$ cat src/rtl/lsu_pkg.sv
// Shared types and constants for the RV32I load/store unit.
//   lsu_state_t           : transaction FSM states
//   F3_*                  : funct3 access-size/sign encodings
//   TIMEOUT_W             : width of the bus timeout counter
//   store_strb/store_wdata: store lane placement helpers
package lsu_pkg;

  typedef enum logic [1:0] {
    IDLE,
    REQ,
    WAIT,
    DONE
  } lsu_state_t;

  localparam logic [2:0] F3_B  = 3'b000;
  localparam logic [2:0] F3_H  = 3'b001;
  localparam logic [2:0] F3_W  = 3'b010;
  localparam logic [2:0] F3_BU = 3'b100;
  localparam logic [2:0] F3_HU = 3'b101;

  localparam int unsigned TIMEOUT_W = 8;

  // Byte strobes for a store; halfword ignores addr[0] so a misaligned SH
  // lands on its containing aligned half.
  function automatic logic [3:0] store_strb(input logic [2:0] f3, input logic [1:0] a);
    case (f3)
      F3_B:    store_strb = 4'b0001 << a;
      F3_H:    store_strb = 4'b0011 << {a[1], 1'b0};
      default: store_strb = 4'hF;
    endcase
  endfunction

  // Store data replicated across all lanes; the strobes pick the live ones.
  function automatic logic [31:0] store_wdata(input logic [2:0] f3, input logic [31:0] d);
    case (f3)
      F3_B:    store_wdata = {4{d[7:0]}};
      F3_H:    store_wdata = {2{d[15:0]}};
      default: store_wdata = d;
    endcase
  endfunction

endpackage

$ cat src/rtl/lsu_if.sv
// Data-memory bus between the load/store unit (master) and memory (slave).
//   mem_req/mem_gnt : request held until granted
//   mem_we          : 1 = write
//   mem_addr        : word-aligned byte address
//   mem_wdata/wstrb : lane-replicated store data and byte strobes
//   mem_rvalid      : mem_rdata valid, earliest the cycle after mem_gnt
interface lsu_if;
  logic        mem_req;
  logic        mem_we;
  logic [31:0] mem_addr;
  logic [31:0] mem_wdata;
  logic [3:0]  mem_wstrb;
  logic        mem_gnt;
  logic        mem_rvalid;
  logic [31:0] mem_rdata;

  modport master (
    output mem_req, mem_we, mem_addr, mem_wdata, mem_wstrb,
    input  mem_gnt, mem_rvalid, mem_rdata
  );

  modport slave (
    input  mem_req, mem_we, mem_addr, mem_wdata, mem_wstrb,
    output mem_gnt, mem_rvalid, mem_rdata
  );
endinterface

$ cat src/rtl/lsu_load_align.sv
// Combinational load alignment and extension.
//   i_rdata   : raw 32-bit word from memory
//   i_funct3  : access size/sign (B, H, W, BU, HU)
//   i_addr_lo : byte offset within the word
//   o_data    : extracted, sign/zero-extended result
module lsu_load_align
  import lsu_pkg::*;
(
  input  logic [31:0] i_rdata,
  input  logic [2:0]  i_funct3,
  input  logic [1:0]  i_addr_lo,
  output logic [31:0] o_data
);

  logic [7:0]  w_byte;
  logic [15:0] w_half;

  always_comb begin
    w_byte = '0;
    case (i_addr_lo)
      2'd0:    w_byte = i_rdata[7:0];
      2'd1:    w_byte = i_rdata[15:8];
      2'd2:    w_byte = i_rdata[23:16];
      default: w_byte = i_rdata[31:24];
    endcase
    // Halfword uses addr[1] only: an odd halfword address reads its aligned half.
    w_half = i_addr_lo[1] ? i_rdata[31:16] : i_rdata[15:0];
  end

  always_comb begin
    o_data = i_rdata;
    case (i_funct3)
      F3_B:    o_data = {{24{w_byte[7]}}, w_byte};
      F3_BU:   o_data = {24'h0, w_byte};
      F3_H:    o_data = {{16{w_half[15]}}, w_half};
      F3_HU:   o_data = {16'h0, w_half};
      default: o_data = i_rdata;
    endcase
  end

endmodule

$ cat src/rtl/load_store_unit.sv
// RV32I memory-stage load/store unit. Runs one data-memory transaction per
// accepted load/store, stalling upstream while the bus access is in flight.
//   clk, reset              : clock, synchronous active-high reset
//   ex_valid/mem_read/write : instruction from Execute
//   ex_funct3/addr/store_data
//   lsu_stall               : hold upstream stages
//   lsu_done                : one-cycle completion pulse
//   lsu_load_data           : extended load result (with lsu_done)
//   lsu_err                 : timeout or illegal funct3 (with lsu_done)
//   lsu_misaligned          : misaligned access trapped (with lsu_done)
//   mem                     : lsu_if master port (req/gnt/rvalid bus)
// Build option: LSU_MISALIGN_TRAP_EN -- misaligned H/HU/W accesses skip the
// bus and complete with lsu_misaligned; otherwise the low bits are ignored.
module load_store_unit
  import lsu_pkg::*;
#(
  parameter int unsigned TIMEOUT_CYCLES = 255
) (
  input  logic        clk,
  input  logic        reset,
  input  logic        ex_valid,
  input  logic        ex_mem_read,
  input  logic        ex_mem_write,
  input  logic [2:0]  ex_funct3,
  input  logic [31:0] ex_addr,
  input  logic [31:0] ex_store_data,
  output logic        lsu_stall,
  output logic        lsu_done,
  output logic [31:0] lsu_load_data,
  output logic        lsu_err,
  output logic        lsu_misaligned,
  lsu_if.master       mem
);

  localparam logic [TIMEOUT_W-1:0] TO_LIMIT = TIMEOUT_W'(TIMEOUT_CYCLES);

  lsu_state_t           r_state, w_next;
  logic [2:0]           r_funct3;
  logic [31:0]          r_addr;
  logic [31:0]          r_data;
  logic                 r_we;
  logic                 r_err;
  logic [31:0]          r_load_data;
  logic [TIMEOUT_W-1:0] r_cnt;

  logic        w_accept;
  logic        w_illegal;
  logic        w_misalign;
  logic        w_timeout;
  logic        w_req;
  logic [31:0] w_ext;

  assign w_accept  = (r_state == IDLE) && ex_valid && (ex_mem_read || ex_mem_write);
  assign w_illegal = (ex_funct3 == 3'b011) || (ex_funct3 == 3'b110) ||
                     (ex_funct3 == 3'b111) || (ex_mem_write && ex_funct3[2]);
  assign w_timeout = (r_cnt == TO_LIMIT);

`ifdef LSU_MISALIGN_TRAP_EN
  logic r_mis;

  always_comb begin
    w_misalign = 1'b0;
    case (ex_funct3)
      F3_H, F3_HU: w_misalign = ex_addr[0];
      F3_W:        w_misalign = |ex_addr[1:0];
      default:     w_misalign = 1'b0;
    endcase
  end

  always_ff @(posedge clk) begin
    if (reset) begin
      r_mis <= 1'b0;
    end else if (w_accept) begin
      r_mis <= w_misalign && !w_illegal;
    end
  end

  assign lsu_misaligned = (r_state == DONE) && r_mis;
`else
  assign w_misalign     = 1'b0;
  assign lsu_misaligned = 1'b0;
`endif

  lsu_load_align u_align (
    .i_rdata   (mem.mem_rdata),
    .i_funct3  (r_funct3),
    .i_addr_lo (r_addr[1:0]),
    .o_data    (w_ext)
  );

  always_ff @(posedge clk) begin
    if (reset) begin
      r_state <= IDLE;
    end else begin
      r_state <= w_next;
    end
  end

  always_comb begin
    w_next    = r_state;
    lsu_stall = 1'b0;
    lsu_done  = 1'b0;
    w_req     = 1'b0;
    case (r_state)
      IDLE: begin
        if (w_accept) begin
          lsu_stall = 1'b1;
          w_next    = (w_illegal || w_misalign) ? DONE : REQ;
        end
      end
      REQ: begin
        lsu_stall = 1'b1;
        if (w_timeout) begin
          w_next = DONE;
        end else begin
          w_req = 1'b1;
          if (mem.mem_gnt) w_next = r_we ? DONE : WAIT;
        end
      end
      WAIT: begin
        lsu_stall = 1'b1;
        if (w_timeout || mem.mem_rvalid) w_next = DONE;
      end
      DONE: begin
        lsu_done = 1'b1;
        w_next   = IDLE;
      end
      default: w_next = IDLE;
    endcase
  end

  always_ff @(posedge clk) begin
    if (reset) begin
      r_funct3    <= '0;
      r_addr      <= '0;
      r_data      <= '0;
      r_we        <= 1'b0;
      r_err       <= 1'b0;
      r_load_data <= '0;
    end else begin
      case (r_state)
        IDLE: begin
          if (w_accept) begin
            r_funct3    <= ex_funct3;
            r_addr      <= ex_addr;
            r_data      <= ex_store_data;
            r_we        <= ex_mem_write;
            r_err       <= w_illegal;
            r_load_data <= '0;
          end
        end
        REQ: begin
          if (w_timeout) r_err <= 1'b1;
        end
        WAIT: begin
          // Timeout wins over a same-cycle rvalid, so aborted loads return 0.
          if (w_timeout)          r_err       <= 1'b1;
          else if (mem.mem_rvalid) r_load_data <= w_ext;
        end
        default: ;
      endcase
    end
  end

  // Counter restarts on every entry into REQ or WAIT (including REQ->WAIT).
  always_ff @(posedge clk) begin
    if (reset) begin
      r_cnt <= '0;
    end else if ((w_next == REQ || w_next == WAIT) && (w_next != r_state)) begin
      r_cnt <= '0;
    end else if (r_state == REQ || r_state == WAIT) begin
      r_cnt <= r_cnt + 1'b1;
    end
  end

  assign lsu_err       = (r_state == DONE) && r_err;
  assign lsu_load_data = (r_state == DONE) ? r_load_data : '0;

  assign mem.mem_req   = w_req;
  assign mem.mem_we    = w_req && r_we;
  assign mem.mem_addr  = w_req ? {r_addr[31:2], 2'b00} : '0;
  assign mem.mem_wstrb = (w_req && r_we) ? store_strb(r_funct3, r_addr[1:0]) : '0;
  assign mem.mem_wdata = (w_req && r_we) ? store_wdata(r_funct3, r_data) : '0;

endmodule

$ cat src/flat_wrapper.sv
// flat-port wrapper written by rule: the top's interface ports become plain ports
module load_store_unit_flat import lsu_pkg::*;
#(
  parameter int unsigned TIMEOUT_CYCLES = 255
)
  (clk, reset, ex_valid, ex_mem_read, ex_mem_write, ex_funct3, ex_addr, ex_store_data, lsu_stall, lsu_done, lsu_load_data, lsu_err, lsu_misaligned, mem_mem_req, mem_mem_we, mem_mem_addr, mem_mem_wdata, mem_mem_wstrb, mem_mem_gnt, mem_mem_rvalid, mem_mem_rdata);
  lsu_if mem_i ();
  input  logic clk;
  input  logic reset;
  input  logic ex_valid;
  input  logic ex_mem_read;
  input  logic ex_mem_write;
  input  logic [2:0] ex_funct3;
  input  logic [31:0] ex_addr;
  input  logic [31:0] ex_store_data;
  output logic lsu_stall;
  output logic lsu_done;
  output logic [31:0] lsu_load_data;
  output logic lsu_err;
  output logic lsu_misaligned;
  output wire logic [$bits(mem_i.mem_req)-1:0] mem_mem_req;
  output wire logic [$bits(mem_i.mem_we)-1:0] mem_mem_we;
  output wire logic [$bits(mem_i.mem_addr)-1:0] mem_mem_addr;
  output wire logic [$bits(mem_i.mem_wdata)-1:0] mem_mem_wdata;
  output wire logic [$bits(mem_i.mem_wstrb)-1:0] mem_mem_wstrb;
  input wire logic [$bits(mem_i.mem_gnt)-1:0] mem_mem_gnt;
  input wire logic [$bits(mem_i.mem_rvalid)-1:0] mem_mem_rvalid;
  input wire logic [$bits(mem_i.mem_rdata)-1:0] mem_mem_rdata;
  assign mem_mem_req = mem_i.mem_req;
  assign mem_mem_we = mem_i.mem_we;
  assign mem_mem_addr = mem_i.mem_addr;
  assign mem_mem_wdata = mem_i.mem_wdata;
  assign mem_mem_wstrb = mem_i.mem_wstrb;
  assign mem_i.mem_gnt = mem_mem_gnt;
  assign mem_i.mem_rvalid = mem_mem_rvalid;
  assign mem_i.mem_rdata = mem_mem_rdata;
  load_store_unit #(.TIMEOUT_CYCLES(TIMEOUT_CYCLES)) u_core (.clk(clk), .reset(reset), .ex_valid(ex_valid), .ex_mem_read(ex_mem_read), .ex_mem_write(ex_mem_write), .ex_funct3(ex_funct3), .ex_addr(ex_addr), .ex_store_data(ex_store_data), .lsu_stall(lsu_stall), .lsu_done(lsu_done), .lsu_load_data(lsu_load_data), .lsu_err(lsu_err), .lsu_misaligned(lsu_misaligned), .mem(mem_i));
endmodule
$ cat config.mk
export PLATFORM = sky130hd
export DESIGN_NAME = load_store_unit_flat
export DESIGN_NICKNAME = d
export VERILOG_FILES = /design/src/rtl/lsu_pkg.sv /design/src/rtl/lsu_if.sv /design/src/rtl/lsu_load_align.sv /design/src/rtl/load_store_unit.sv /design/src/flat_wrapper.sv
export SDC_FILE = /design/constraint.sdc
export NUM_CORES = 1
export LEC_CHECK = 0
export CAP_MARGIN = 20
export CORE_UTILIZATION = 48
export CTS_BUF_LIST = sky130_fd_sc_hd__clkbuf_4 sky130_fd_sc_hd__clkbuf_8
export CTS_CLUSTER_DIAMETER = 80
export CTS_CLUSTER_SIZE = 40
export DETAILED_ROUTE_END_ITERATION = 10
export PLACE_DENSITY = 0.94
export SLEW_MARGIN = 20
export SYNTH_ARGS = -nofsm -noshare
export SYNTH_HDL_FRONTEND = slang
export SYNTH_HIERARCHICAL = 1
export SYNTH_SLANG_ARGS = --single-unit
$ cat constraint.sdc
create_clock -name clk -period 2.9 [get_ports clk]
set_input_delay 0.29 -clock clk [delete_from_list [all_inputs] [get_ports clk]]
set_output_delay 0.29 -clock clk [all_outputs]
set_load 0.01 [all_outputs]
# Word-level counts from Yosys, hierarchy flattened
# Cells that the tools add are included.
# classes
shifts	2
n_reduce_logical	23
eq_ne	19
mux	28
add_sub_neg	1
# op_table
cell	n
32-bit two-way mux	6
32-bit one-hot mux with 2 select lines	2
32-bit one-hot mux with 4 select lines	1
8-bit one-hot mux with 3 select lines	1
16-bit two-way mux	1
3-bit == test (second input constant)	4
2-bit two-way mux	5
8-bit by 1-bit adder with 8-bit output (second input constant)	1
2-bit == test (second input constant)	4
8-bit == test (second input constant)	1
2-bit one-hot mux with 4 select lines	1
4-bit one-hot mux with 2 select lines	1
1-bit logical OR	7
1-bit two-way mux	7
2-bit by 1-bit == test with 1-bit output (second input constant)	3
1-bit logical AND	6
2-bit zero test	2
4-bit two-way mux	1
2-bit by 1-bit != test with 1-bit output (second input constant)	2
2-bit != test (second input constant)	2
1-bit one-hot mux with 2 select lines	2
4-bit AND reduction	1
2-bit nonzero test	2
2-bit OR reduction	2
other kinds (8)	8
# word_totals
ff_bits	111
wordCells	81
inputBits	106

# Logic depth before layout (Yosys ltp)
# depth
ltp_word	11
ltp_mapped	10

# By module
# The synthesis kept the hierarchy.
# modules_own_cells
mod	seq_area_each_um2	cells_per_inst	instances	area_per_inst_um2
load_store_unit	2222.1	709	1	5624.1
lsu_load_align	0.0	133	1	969.7

# Least setup slack after synthesis
# OpenSTA, ideal clock, no wires.
# synth_path
path_type	flip-flop to flip-flop
start	register u_core.r_state[1]
end	register u_core.r_cnt[0]
path_stages_with_launch	9
path_slack_ns	0.886
synth_period_minus_slack_ns	2.014
required_ns	2.760
t_arrival_ns	1.874
n_path_buf	1
setup_time_ns	0.140
path_cell_list	dfxtp_1 inv_1 ha_1 o211a_1 buf_2 o21ai_2 o211ai_2 a211oi_4 nor4_2
# synth_between
elab_chain_len	9
word_cells_on_any_way	18
cone_classes	eq/ne (6); mux (5); reduce/logical (7)
# synth_rtl
item	line	text
start, declared	load_store_unit.sv:37	lsu_state_t r_state, w_next;
start signal, assigned	load_store_unit.sv:95	r_state <= w_next;
2-bit zero test	load_store_unit.sv:53, load_store_unit.sv:104	
1-bit logical AND (2 in a row)	load_store_unit.sv:53	assign w_accept = (r_state == IDLE) && ex_valid && (ex_mem_read || ex_mem_write);
2-bit two-way mux	load_store_unit.sv:106	if (w_accept) begin
2-bit one-hot mux with 4 select lines	load_store_unit.sv:104	case (r_state)
2-bit by 1-bit == test with 1-bit output or 2-bit == test (tied branches)	load_store_unit.sv:169	end else if ((w_next == REQ || w_next == WAIT) && (w_next != r_state)) begin
1-bit logical OR	load_store_unit.sv:169	
1-bit logical AND	load_store_unit.sv:169	
2-bit OR reduction (no line)	-	
end signal, assigned	load_store_unit.sv:172	r_cnt <= r_cnt + 1'b1;
end, declared	load_store_unit.sv:44	logic [TIMEOUT_W-1:0] r_cnt;
# Several ways; a longest one is shown, not always the timed one.
# A chain may end at the register's enable or synchronous reset.

# Final worst setup path
# layout_path
start	register u_core.r_cnt[0]
end	output mem_mem_wdata[14]
# layout_between
elab_chain_len	5
# layout_rtl
item	line	text
8-bit == test	load_store_unit.sv:56	assign w_timeout = (r_cnt == TO_LIMIT);
1-bit two-way mux	load_store_unit.sv:113	if (w_timeout) begin
1-bit two-way mux	load_store_unit.sv:104	
1-bit logical AND	load_store_unit.sv:183	assign mem.mem_wdata = (w_req && r_we) ? store_wdata(r_funct3, r_data) : '0;
32-bit two-way mux	load_store_unit.sv:183	
end, declared	flat_wrapper.sv:24	output wire logic [$bits(mem_i.mem_wdata)-1:0] mem_mem_wdata;
# No other way between the ends.

==> impl_metrics.yaml <==
routing:
  drc: 0
  antenna_left: 0
  firstDrtPassIters: 6
  vias: 6719
  via_per_inst: 5.66
  drt-total-wl_um: 20000
  wl_per_cell_um: 16.8
  first_iter_violations: 955
synth:
  synth_edf_count: 0
  synth_warnings: 6
  syn_inst: 842
  synth_seq_cells: 111
  synth.avg_cell_area_um2: 7.83
  synthArstFlopShare_pct: 0
  synth.top_cells.by_count: "170 x nand2_1, 111 x dfxtp_1, 97 x a21oi_1, 77 x nor2_1, 65 x and2_1"
  netlist.area_leader.share_pct: 33.7
  yosysMostFrequentCell: "nand2_1"
  ys.flop_type: "dfxtp_1"
  yosysSeqAreaShare_pct: 33.7
  post-synth-top-area-cell: "dfxtp_1"
  syn-cell-area_um2: 6590
  synth_cell_types: 58
  synth_area_leaders: "dfxtp_1 34%, nand2_1 9.7%, a21oi_1 7.4%"
placement:
  hpwl_um: 13900
  dp_worst_setup_slack_ps: 389
  place_inst: 1171
  io_buffer_count: 208
  gp_congestion: 0.916
timing:
  max_slew_margin_pct: 51.3
  rsz0062_at_grt: "false"
  hold_viol: 0
  skew_ps: 13.9
  setup_tns_ps: 0
  finalCriticalPeriod_ps: 2780
  fmax_mhz: 359
  tightest_slew_ps: 731
  slew_violations: 0
  timing.final.crit_share_pct: 96.0
  setup_ws_ps: 117
  setup_viol: 0
layout:
  stdcell_count: 1187
  final_nets: 1120
  insertedDiodeCount: 0
  drive_gt1_share_pct: 8.61
  synthToLayoutAreaGrowth_pct: 34.8
global_routing:
  grt_pass1_vias: 6418
  grt_start_max_net_pins: 65
  antenna_found_initial: 0
  grt.overflow.total: 0
  track_usage_pct: 28.1
  grt_pass1_wl_um: 32000
setup_path:
  crit_type: "register to primary output"
  startpoint: "u_core/r_cnt[0]"
  critPathLaunchType: "register"
  rr_endpoint: "u_core/r_load_data[5]"
  crit_arrival_ps: 2490
  ff2ff_setup_slack_ps: 550
  end_kind: "primary output"
  reg2reg_from: "u_core/r_funct3[0]"
  critPathMaxFanout: 14
  crit_end: "mem_mem_wdata[14]"
  required_ps: 2610
  r2r_cells: 6
power:
  total_power_uw: 5610
  power_density_nw_per_um2: 631
  p_leak_uw: 0.00335
  peakVddDrop_uv: 366
min_path:
  min_from: "ex_store_data[0]"
  min-delay-path-class: "input pin to register"
die:
  dieHeight_um: 119
  core_um2: 13300
  ios: 212
  die_w_um: 119
  rows: 42
  dieArea_um2: 14200
  start_util_pct: 49.6
clocking:
  holdBufCountCts: 0
  clk_latency_ps: 380
  clk_path_buf_depth: 2
  cts_buffers: 9
  cts_root_buf: "clkbuf_8"
  htreeDepth: 3
  numClockSinks: 111
  clk_pin_slew_ps: 110
  cts_tree: "yes"
run:
  maxCapViolCount: 0
status:
  outcome: "finished clean"
how the worst min path moves through the flow:
stage,end,slack (ps),cells past startpoint
floorplan,u_core/r_addr[10],430,2
global placement,u_core/r_addr[26],440,2
detailed placement,u_core/r_addr[10],440,2
CTS,u_core/r_data[9],420,3
global route,u_core/r_data[17],440,3
finish,u_core/r_data[0],440,3
registers in the layout, indices dropped and copies added, names as in the netlist:
register	count
u_core/r_data	32
u_core/r_addr	32
u_core/r_cnt	8
u_core/r_we	1
u_core/r_funct3	3
u_core/r_err	1
u_core/r_state	2
u_core/r_load_data	32
per-stage QoR:
stage	hold WS (ps)	util, %	instance area [um^2]
2_1_floorplan	426	-	6600
3_3_place_gp	437	65.1	8650
3_5_place_dp	442	65.1	8650
4_1_cts	420	66.5	8840
5_1_grt	436	66.8	8890
6_report	445	66.8	8890
layout by cell type (no fill, tap or decap), types with 9 or more instances in the layout:
| master | instances |
|---|---|
| clkbuf_8 | 11 |
| o22ai_1 | 16 |
| o21ai_0 | 22 |
| and2_1 | 65 |
| nor2b_1 | 10 |
| mux2i_1 | 42 |
| inv_1 | 11 |
| nand2_1 | 170 |
| a21oi_1 | 97 |
| a21oi_2 | 9 |
| dfxtp_1 | 111 |
| clkdlybuf4s50_1 | 206 |
| nor2_1 | 75 |
| buf_4 | 18 |
| and3_1 | 40 |
report_power, final:
part | switching, uW | leakage, uW | total (uW) | internal, uW
clock | 525 | 0.0000918 | 884 | 359
combinational | 1690 | 0.00236 | 2830 | 1140
sequential | 176 | 0.000904 | 1900 | 1720
critical path, stage by stage (launching register included):
cell             delay [ps]
dfxtp_1                 350
ha_1                    250
nand3_1                 160
or2_1                   140
and2_4                  250
nand2_4                 180
a21oi_1                 230
clkdlybuf4s50_1         560
final cells by class:
type                            instances  area [um^2]
Clock inverter                          4         30.0
Inverter                               16         60.1
Timing Repair Buffer                  226         2230
Sequential cell                       111         2220
Clock buffer                           11          151
Fill cell                            1085         4410
Tap cell                              176          220
Multi-Input combinational cell        643         3970
what timing repair did:
action / 4_1_cts / 5_1_grt
resized for setup: 2 / 9
cloned: 0 / 1
setup buffers: 0 / 0
setup endpoints to repair: 2 / 29
layer usage:
metal / share of wire [%] / track usage [%] / vias up
li1: - / - / 3186
met4: 3.0 / 12.8 / 0
met2: 47 / 46.0 / 391
met3: 9.8 / 6.80 / 55
met5: 0 / 0 / -
met1: 40 / 34.6 / 3087
kinds of logic after synthesis:
| kind of cell | after synthesis | share of synthesized area, % |
|---|---|---|
| AO/OA/AOI/OAI | 184 | 18.2 |
| XOR/XNOR | 7 | 0.930 |
| adder cells (fa/ha/maj) | 7 | 1.33 |
| buffers and inverters | 91 | 7.25 |
| flip-flops | 111 | 33.7 |
| multiplexers | 53 | 10.0 |
| other | 1 | 0.0569 |
| AND/OR/NAND/NOR | 388 | 28.5 |
Note: power is estimated with default switching activity, not from simulation.
